`config.mk`:
```
export PLATFORM = sky130hd
export DESIGN_NAME = if_id_fetch_stage
export DESIGN_NICKNAME = d
export VERILOG_FILES = /design/src/rtl/if_id_fetch_stage.sv
export SDC_FILE = /design/constraint.sdc
export NUM_CORES = 1
export LEC_CHECK = 0
export CORE_ASPECT_RATIO = 1.4
export CORE_MARGIN = 2
export CORE_UTILIZATION = 50
export CTS_BUF_LIST = sky130_fd_sc_hd__clkbuf_4 sky130_fd_sc_hd__clkbuf_8
export CTS_CLUSTER_SIZE = 24
export DETAILED_ROUTE_END_ITERATION = 6
export PLACE_DENSITY = 0.78
export SYNTH_ARGS = -nofsm -noshare
export SYNTH_HDL_FRONTEND = slang
export SYNTH_SLANG_ARGS = --single-unit
```
`constraint.sdc`:
```
create_clock -name clk -period 2.35 [get_ports clk]
set_input_delay 0.5875 -clock clk [delete_from_list [all_inputs] [get_ports clk]]
set_output_delay 0.5875 -clock clk [all_outputs]
set_load 0.02 [all_outputs]
```
`src/rtl/if_id_fetch_stage.sv`:
```
// Instruction-fetch stage and IF/ID pipeline register.
// Ports: clk, rst (sync, active-low); pc_en, ifid_en (hazard enables);
//   redirect, redirect_pc (EX branch/jump); imem_req, imem_addr,
//   imem_gnt, imem_rdata (single-outstanding fetch port);
//   ifid_valid, ifid_pc, ifid_pc4, ifid_instr (to decode);
//   pc (fetch PC); stall_cnt (saturating IF/ID stall counter).
module if_id_fetch_stage #(
  parameter logic [31:0] RESET_PC = 32'h0000_0000,
  parameter int          CNT_W    = 16
) (
  input  logic             clk,
  input  logic             rst,
  input  logic             pc_en,
  input  logic             ifid_en,
  input  logic             redirect,
  input  logic [31:0]      redirect_pc,
  output logic             imem_req,
  output logic [31:0]      imem_addr,
  input  logic             imem_gnt,
  input  logic [31:0]      imem_rdata,
  output logic             ifid_valid,
  output logic [31:0]      ifid_pc,
  output logic [31:0]      ifid_pc4,
  output logic [31:0]      ifid_instr,
  output logic [31:0]      pc,
  output logic [CNT_W-1:0] stall_cnt
);

  localparam logic [1:0] S_IDLE = 2'd0;
  localparam logic [1:0] S_REQ  = 2'd1;
  localparam logic [1:0] S_HOLD = 2'd2;

  typedef struct packed {
    logic        valid;
    logic [31:0] pc;
    logic [31:0] pc4;
    logic [31:0] instr;
  } ifid_t;

  typedef struct packed {
    logic [31:0] pc;
    logic [31:0] instr;
  } hold_t;

  logic [1:0]       state;
  logic [1:0]       state_nx;
  logic [31:0]      pc_q;
  logic [31:0]      pc_nx;
  ifid_t            ifid_q;
  ifid_t            ifid_nx;
  hold_t            hold_q;
  hold_t            hold_nx;
  logic [CNT_W-1:0] cnt_q;
  logic [CNT_W-1:0] cnt_nx;

  logic             advance;
  logic [31:0]      target;
  logic [31:0]      fetch_pc4;
  logic [31:0]      hold_pc4;
  logic             cnt_full;

  assign advance   = pc_en & ifid_en;
  assign target    = redirect_pc & 32'hFFFF_FFFC;
  assign fetch_pc4 = pc_q + 32'd4;
  assign hold_pc4  = hold_q.pc + 32'd4;
  assign cnt_full  = &cnt_q;

  // Request side depends only on state and pc, never on the grant.
  assign imem_req  = (state == S_REQ);
  assign imem_addr = pc_q & 32'hFFFF_FFFC;

  assign ifid_valid = ifid_q.valid;
  assign ifid_pc    = ifid_q.pc;
  assign ifid_pc4   = ifid_q.pc4;
  assign ifid_instr = ifid_q.instr;
  assign pc         = pc_q;
  assign stall_cnt  = cnt_q;

  always_comb begin
    state_nx = state;
    pc_nx    = pc_q;
    ifid_nx  = ifid_q;
    hold_nx  = hold_q;

    if (redirect) begin
      // A grant landing here is consumed; its data is dropped.
      pc_nx         = target;
      ifid_nx.valid = 1'b0;
      state_nx      = S_REQ;
    end else begin
      unique case (state)
        S_IDLE: begin
          state_nx = S_REQ;
        end
        S_REQ: begin
          unique case (1'b1)
            imem_gnt & advance: begin
              ifid_nx.valid = 1'b1;
              ifid_nx.pc    = pc_q;
              ifid_nx.pc4   = fetch_pc4;
              ifid_nx.instr = imem_rdata;
              pc_nx         = fetch_pc4;
            end
            imem_gnt & ~advance: begin
              // Park the returned word until the pipe frees up.
              hold_nx.pc    = pc_q;
              hold_nx.instr = imem_rdata;
              state_nx      = S_HOLD;
              if (ifid_en) ifid_nx.valid = 1'b0;
            end
            ~imem_gnt: begin
              if (ifid_en) ifid_nx.valid = 1'b0;
            end
            default: ;
          endcase
        end
        S_HOLD: begin
          if (advance) begin
            ifid_nx.valid = 1'b1;
            ifid_nx.pc    = hold_q.pc;
            ifid_nx.pc4   = hold_pc4;
            ifid_nx.instr = hold_q.instr;
            pc_nx         = hold_pc4;
            state_nx      = S_REQ;
          end
        end
        default: begin
          state_nx = S_IDLE;
        end
      endcase
    end
  end

  always_comb begin
    cnt_nx = cnt_q;
    if (ifid_q.valid && !ifid_en && !redirect && !cnt_full)
      cnt_nx = cnt_q + 1'b1;
  end

  always_ff @(posedge clk) begin
    if (!rst) begin
      state  <= S_IDLE;
      pc_q   <= RESET_PC;
      ifid_q <= '0;
      hold_q <= '0;
      cnt_q  <= '0;
    end else begin
      state  <= state_nx;
      pc_q   <= pc_nx;
      ifid_q <= ifid_nx;
      hold_q <= hold_nx;
      cnt_q  <= cnt_nx;
    end
  end

endmodule

```
==> flow_results.org, run 1 <==
** Critical path
- Data arrives at the worst endpoint at 1.71 ns.
- The setup check on the worst reg-to-reg path leaves a slack of 0.17 ns.
- Source of the critical timing path :: pc[10]
- STA classifies the critical path startpoint as a register.
- Capturing element type of the critical path :: output pin
- Critical path's top delay family :: buffers and inverters
- Number of stages on the worst setup path :: 2
- The critical path is of the reg -> out type.
- Worst-path maximum fanout :: 8
- In this run the critical register-to-register path is captured at ifid_pc4[18].
- The largest individual stage delay along the critical path comes from the cell clkdlybuf4s50_1.
- Walking the worst path, the cells encountered are buf_4 -> clkdlybuf4s50_1.
- Delay of the slowest cell on the worst path :: 0.62 ns
- The critical path ends at pc[10].
- Startpoint of the lowest-slack register-to-register path :: hold_q[34]
- The number of buffers and inverters on the critical path is 2.
- Required time worst endpoint :: 1.76 ns
- Worst Reg2Reg Path Length in Cells :: 8

** Placement
- Pre-CTS setup slack :: 0.00388 ns
- The placed instances occupy a cell area of 13100 sq um.
- Routability-driven placement finished with a final weighted congestion of 0.870.
- The wire-length estimate of the detail-placed layout is 20600 microns.
- Port bufs :: 243
- Number of cells in the design after placement :: 1686

** Yosys
- Basic-gate share of the synthesized area counting and, or, nand and nor cells :: 0.251
- Most numerous cell types in the synthesized netlist :: nand2_1, dfxtp_1, nand3_1, clkbuf_1, o211a_1
- Share of flip-flops with an asynchronous set or reset after synthesis :: 0
- Post-synthesis xor/xnor area fraction :: 0.0572
- Of the post-synthesis cell area, the part taken by muxes is 0.0193.
- Top FF cell, synth :: dfxtp_1
- Mapped Area :: 10300 sq um
- The synthesized design contains 0 enable-type register cells.
- By area, the combinational part of the netlist is dominated by simple AND/OR/NAND/NOR gates.
- Count of unique library cells instantiated by Yosys :: 57
- Synthesis produced 1238 cells.
- Of the post-synthesis cell area, the dominant cell type holds 0.408.
- Flop and latch count out of synthesis :: 209
- Portion of the post-synthesis area used by sequential elements :: 0.408
- Post-Synth Adder-Cell Area :: 0.00366
- Top area cells in the synthesized netlist :: dfxtp_1, nand2_1, o211a_1
- Averaged over all synthesized cells, the footprint is 8.28 sq um.
- Yosys warns :: 0
- By instance count, the leading cell after synthesis is nand2_1.
- Cell type with the largest total area after synthesis :: dfxtp_1
- The synthesized-area fraction occupied by ao, oa, aoi and oai cells is 0.195.

** Outcome
- The flow ran to the end, and the final reports show no timing, DRC or antenna violations.

** CTS
- Buffers inserted during clock tree synthesis total 34.
- The clock reaches the later pin of the worst-skew pair after 0.52 ns.
- Clock-pin slew of the registers on the worst-case setup and hold paths :: 0.06 ns
- Number of sinks handled by clock tree synthesis :: 209
- The H-tree was split into 2 levels.
- The clock passes through at most 3 buffers.
- CTS Root Cell :: clkbuf_8
- Clock tree from TritonCTS :: built

** Finish
- Measured on the finished design, the core utilization comes to 0.680.
- Post-route cell area :: 13800 sq um
- Leaving out filler cells and counting taps, the final layout contains 1741.
- Filler cell count in the final layout :: 1686
- Synthesis-to-finish area growth :: 34.9%
- Final nets :: 1540
- Final antenna diode count :: 0
- In the final layout, the share of cells above drive strength 1 is 0.112.

** Floorplan
- Io pins :: 248
- The total area inside the core boundary comes to 20300 sq um.
- The floorplan has 62 rows.
- Die outline area :: 21700 sq um
- Floorplan die height :: 173 microns
- In this run the horizontal extent of the chip is 125 microns.
- The initial utilization of the core area, before any placement, comes to 0.505.

** STA
- Fin crit period :: 2.29 ns
- Number of pins with negative max-slew slack in the final report :: 0
- The final-report hold violation count is 0.
- Setup total negative slack on the finished layout was measured at 0 ns.
- For the final database, setup skew stands at 0.0145 ns.
- Final count of negative-setup-slack endpoints :: 0
- Setup repair after global routing left no endpoint under its margin.
- After layout, the worst setup slack is 0.0555 ns.
- Peak Freq :: 436 MHz
- Part of the cycle the worst path needs :: 0.976

** Global routing
- The via count of the first global-routing pass was 9475.
- For this run the aggregate overflow at the end of global routing stands at 0.
- Entering global routing, the biggest net connects 67 pins.
- The first global-routing pass estimated 48100 microns of wire.
- Combined global-route utilization of all metal layers :: 0.265
- The initial antenna violation count came to 0.

** Detailed routing
- Remaining antenna violation count after routing :: 0
- Average routed wire per standard cell :: 16.9 microns
- After detailed routing, the number of vias per cell comes to 5.62.
- Aggregate routed wire length :: 29400 microns
- Drt first-iter violations :: 690
- Residual DRC count :: 0
- Routed vias :: 9788
- Before antenna repair, the detailed router went through 5 iterations.

** Power
- Switching power as a share of total power :: 0.255
- The internal power of the cells totals 5.86 mW.
- Of the total power, combinational logic draws 0.126.
- Share of total power in sequential cells :: 0.471
- In this run the static leakage power is 5.92 nW.
- For this design the total switching power over the nets is 2.01 mW.
- Power spread over the standard cell area amounts to 569 nW/um^2.
- Maximum VDD drop :: 0.399 mV
- The share of total power dissipated in the clock network is 0.402.

** Min path
- Class of the tightest hold or removal check :: reg -> reg

** Run
- Max-capacitance violation count :: 0
-- worst min-delay path by stage --
stage / depth (start not counted) / to / slack (ns) / from
CTS: 2 / ifid_pc4[26] / 0.46 / ifid_pc4[26]
finish: 2 / ifid_pc4[26] / 0.46 / ifid_pc4[26]
global placement: 2 / ifid_pc4[26] / 0.45 / ifid_pc4[26]
detailed placement: 2 / ifid_pc4[26] / 0.45 / ifid_pc4[26]
floorplan: 2 / hold_q[10] / 0.44 / hold_q[10]
global route: 2 / hold_q[26] / 0.48 / hold_q[26]
-- cell type report --
| cell class | instances | area (sq um) | area share |
|---|---|---|---|
| Clock buffer | 51 | 652 | 0.0471 |
| Tap cell | 256 | 320 | 0.0232 |
| Timing Repair Buffer | 325 | 3210 | 0.232 |
| Sequential cell | 209 | 4190 | 0.303 |
| Inverter | 5 | 18.8 | 0.00136 |
| Multi-Input combinational cell | 892 | 5430 | 0.392 |
| Clock inverter | 3 | 17.5 | 0.00127 |
-- power by group through the flow --
stage	combinational, mW	sequential (mW)	clock (mW)
after floorplan	0.442	3.86	0
after global placement	0.978	3.78	0
after detailed placement	0.988	3.79	0
after CTS	0.993	3.71	3.23
after global routing	1.06	3.72	3.38
final	0.994	3.71	3.17
-- cells by family (layout without fill, tap and decap cells) --
family,Yosys count,in the layout
AO/OA/AOI/OAI,260,260
XOR/XNOR,67,67
adder cells (fa/ha/maj),3,3
buffers and inverters,138,384
flip-flops,209,209
multiplexers,19,19
other,1,2
AND/OR/NAND/NOR,541,541
-- routing by layer --
layer | GRT usage | vias to the layer above | wire length, microns
li1 | - | 4708 | -
met3 | 0.0556 | 79 | 2060
met4 | 0.119 | 0 | 1190
met2 | 0.462 | 364 | 14500
met1 | 0.314 | 4637 | 11700
met5 | 0 | - | 0
-- flip-flops by register name (all words and copies together), names as in the netlist --
name and cells:
hold_q 64, ifid_instr 32, ifid_pc 32, ifid_pc4 30, ifid_valid 1, pc 32, stall_cnt 16, state 2
-- tightest hold or removal path, stage by stage, from the launching register on --
cell and delay, ns:
dfxtp_1 0.31, nand3_1 0.06, o21ai_1 0.05
-- placed cells by master, fill, tap and decap left out, types with 26 or more instances in the layout --
cell type,count
a21boi_0,69
buf_4,70
clkbuf_8,43
clkdlybuf4s50_1,236
dfxtp_1,205
nand2_1,306
nand3_1,104
o211a_1,70
o21ai_0,45
xnor2_1,41
xor2_1,26
-- repair_timing --
action	4_1_cts	5_1_grt
gates resized for setup	5	5
hold buffers	0	0
setup buffers	0	1
setup endpoints to repair	7	19
pin swaps	0	2
-- per-stage QoR --
stage | total power, mW | hold WS, ns
floorplan | 4.31 | 0.444
global placement | 4.76 | 0.446
detailed placement | 4.77 | 0.455
CTS | 7.93 | 0.462
global route | 8.16 | 0.479
finish | 7.87 | 0.459
Power figures use the tool's default switching activity.
==> inputs of run 2 (changes only) <==
ABC_CLOCK_PERIOD_IN_PS = 2350   (was not set)
MAX_ROUTING_LAYER = met4   (was not set)
TNS_END_PERCENT = 50   (was not set)
==> flow_results.org, run 2 (synthesis gave the netlist of run 1 again) <==
** Outcome
- Status: finished clean (unchanged).

** Detailed routing
- Routed vias :: 9770 (was 9788)
- DR pass1 iterations :: 5 (unchanged)
- The remaining routing DRC violations is 0 (unchanged).
- Average routed wire per standard cell :: 16.9 microns (about the same)
- Aggregate routed wire length :: 29500 microns (was 29400 microns)
- Drt first-iter violations :: 701 (was 690)
- The count of nets left with antenna violations after detail routing is 0 (unchanged).
- The routed length on met3 was 1750 microns (was 2060 microns).
- Detail Route met2 WL :: 14600 microns (was 14500 microns)
- The wire length on met1 was 12000 microns (was 11700 microns).
- The highest layer used for signal routing is met4 (unchanged).
- Vias per cell :: 5.61 (was 5.62)

** Finish
- Commonest cells after routing, fill and taps aside: nand2_1, clkdlybuf4s50_1, dfxtp_1 (unchanged).
- Biggest register :: hold_q (unchanged)
- The layout overhead on the synthesized area is 34.9% (unchanged).
- Final antenna diode count :: 0 (unchanged)
- The fill cell total of the finished layout came to 1686 (unchanged).
- The flip-flop count of the largest register after layout came to 64 (unchanged).
- Most common cell after layout, fill and taps aside :: nand2_1 (unchanged)
- The count of nets after finishing is 1540 (unchanged).
- Layout Utilization :: 0.680 (unchanged)
- The proportion of layout cells with a drive suffix above 1 was 0.112 (unchanged).

** Floorplan
- Floorplan die height :: 173 microns (unchanged)
- Die Width :: 125 microns (unchanged)
- Effective utilization at floorplan :: 0.505 (unchanged)
- The total number of placement rows is 62 (unchanged).
- Die outline area :: 21700 sq um (unchanged)
- The core footprint was 20300 sq um (unchanged).
- Io pins :: 248 (unchanged)

** Critical path
- Capturing element type of the critical path :: output pin (unchanged)
- The beginning of the critical path was pc[10] (unchanged).
- The cell depth of the worst flop-to-flop path was 6 (was 8).
- The endpoint of the worst-slack reg-to-reg timing path is pc[31] (was ifid_pc4[18]).
- Startpoint of the lowest-slack register-to-register path :: hold_q[34] (unchanged)
- The critical path required time came to 1.76 ns (about the same).
- The type of the setup path with the least slack is reg -> out (unchanged).
- The type of element launching the critical path is a register (unchanged).
- Arrival time of the worst setup path :: 1.70 ns (was 1.71 ns)
- Worst-path maximum fanout :: 8 (unchanged)
- The internal reg-to-reg setup slack came to 0.15 ns (was 0.17 ns).
- Crit path capture :: pc[10] (unchanged)

** Global routing
- Total overflow reported by the global router :: 0 (unchanged)
- The pin count of the biggest net entering global routing came to 67 (unchanged).
- The overall routing resource usage was 0.273 (was 0.265).
- Wire length of the first global-routing pass :: 48100 microns (about the same)
- The via count of the first global-routing pass is 9493 (was 9475).
- The initial antenna violation count was 0 (unchanged).

** Power
- Power per cell area :: 570 nW/um^2 (was 569 nW/um^2)
- The static leakage power is 5.92 nW (unchanged).
- Maximum VDD drop :: 0.399 mV (about the same)

** STA
- The hold slack is 0.458 ns (was 0.459 ns).
- Unrepaired setup endpoints after global routing :: no (unchanged)
- The clock skew after layout was 0.0142 ns (was 0.0145 ns).
- Part of the cycle the worst path needs :: 0.975 (was 0.976)
- Final count of negative-setup-slack endpoints :: 0 (unchanged)
- The clock period minus worst slack is 2.29 ns (about the same).
- The max-slew violation count is 0 (unchanged).
- The final-layout setup total negative slack was 0 ns (unchanged).
- Peak Freq :: 436 MHz (about the same)
- The final-report hold violation count came to 0 (unchanged).

** CTS
- The clock edge transition at the registers on the reported setup and hold paths came to 0.06 ns (about the same).
- The source-to-sink clock delay at the later pin of the worst-skew pair was 0.52 ns (about the same).
- Clock tree from TritonCTS :: built (unchanged)
- CTS Root Cell :: clkbuf_8 (unchanged)
- The number of clock buffers inserted by TritonCTS was 34 (unchanged).
- The number of clock sinks was 209 (unchanged).
- The post-cts hold buffer count came to 0 (unchanged).
- The clock tree buffer depth is 3 (unchanged).
- The number of H-tree levels was 2 (unchanged).

** Run
- Max-capacitance violation count :: 0 (unchanged)

** Min path
- Class of the tightest hold or removal check :: reg -> reg (unchanged)

** Placement
- HPWL Detailed :: 20600 microns (unchanged)
- Port bufs :: 243 (unchanged)
- The weighted congestion at the end of routability-driven global placement came to 0.885 (was 0.870).
==> run 2: cell counts in the layout (fill, tap and decap cells not counted) <==
No cell type changed its count.
==> run 2: final cells by class <==
| type | instances | area (sq um) | share of cell area |
|---|---|---|---|
| sequential | 209 | 4190 | 0.303 |
| inverter | 5 | 18.8 | 0.00136 |
| timing repair buffer | 325 | 3210 | 0.232 |
| tap | 256 | 320 | 0.0232 |
| multi-input combinational | 892 | 5430 | 0.392 |
| clock inverter | 3 | 17.5 | 0.00127 |
| clock buffer | 51 | 652 | 0.0471 |
==> run 2: stage by stage <==
step,setup slack [ns],power [mW],cell area (sq um),cells
6_report,0.0589,7.88,13800,1741
3_3_place_gp,0.0616,4.76,13100,1686
3_5_place_dp,0.00388,4.77,13100,1686
5_1_grt,0.00242,8.16,13800,1741
2_1_floorplan,0.305,4.31,10300,1239
4_1_cts,0.00190,7.93,13800,1740
==> run 2: metal layers <==
layer | vias to the layer above | track usage
li1 | 4711 | -
met1 | 4655 | 0.314
met2 | 324 | 0.462
met3 | 80 | 0.0531
met4 | 0 | 0.120
met5 | - | -
==> run 2: what timing repair did <==
action / 4_1_cts / 5_1_grt
endpoints found under the setup margin: 7 / 19
resized for setup: 5 / 5
pin swaps: 0 / 2
buffers inserted: 0 / 1
==> run 2: how the worst min path moves through the flow <==
| stage | from | to | slack (ns) | cells past startpoint |
|---|---|---|---|---|
| detailed placement | ifid_pc4[26] | ifid_pc4[26] | 0.45 | 2 |
| floorplan | hold_q[10] | hold_q[10] | 0.44 | 2 |
| global route | hold_q[26] | hold_q[26] | 0.48 | 2 |
| global placement | ifid_pc4[26] | ifid_pc4[26] | 0.45 | 2 |
| CTS | ifid_pc4[26] | ifid_pc4[26] | 0.46 | 2 |
| finish | ifid_pc4[26] | ifid_pc4[26] | 0.46 | 2 |
==> run 2: critical path, stage by stage, from the launching register on <==
cell	delay, ns
dfxtp_1	0.37
buf_4	0.20
clkdlybuf4s50_1	0.62
==> run 2: report_power, final <==
| group | switching [mW] | total (mW) | internal (mW) |
|---|---|---|---|
| clock network | 1.42 | 3.17 | 1.76 |
| registers | 0.0769 | 3.71 | 3.63 |
| logic | 0.520 | 0.994 | 0.474 |
| total | 2.01 | 7.88 | 5.86 |
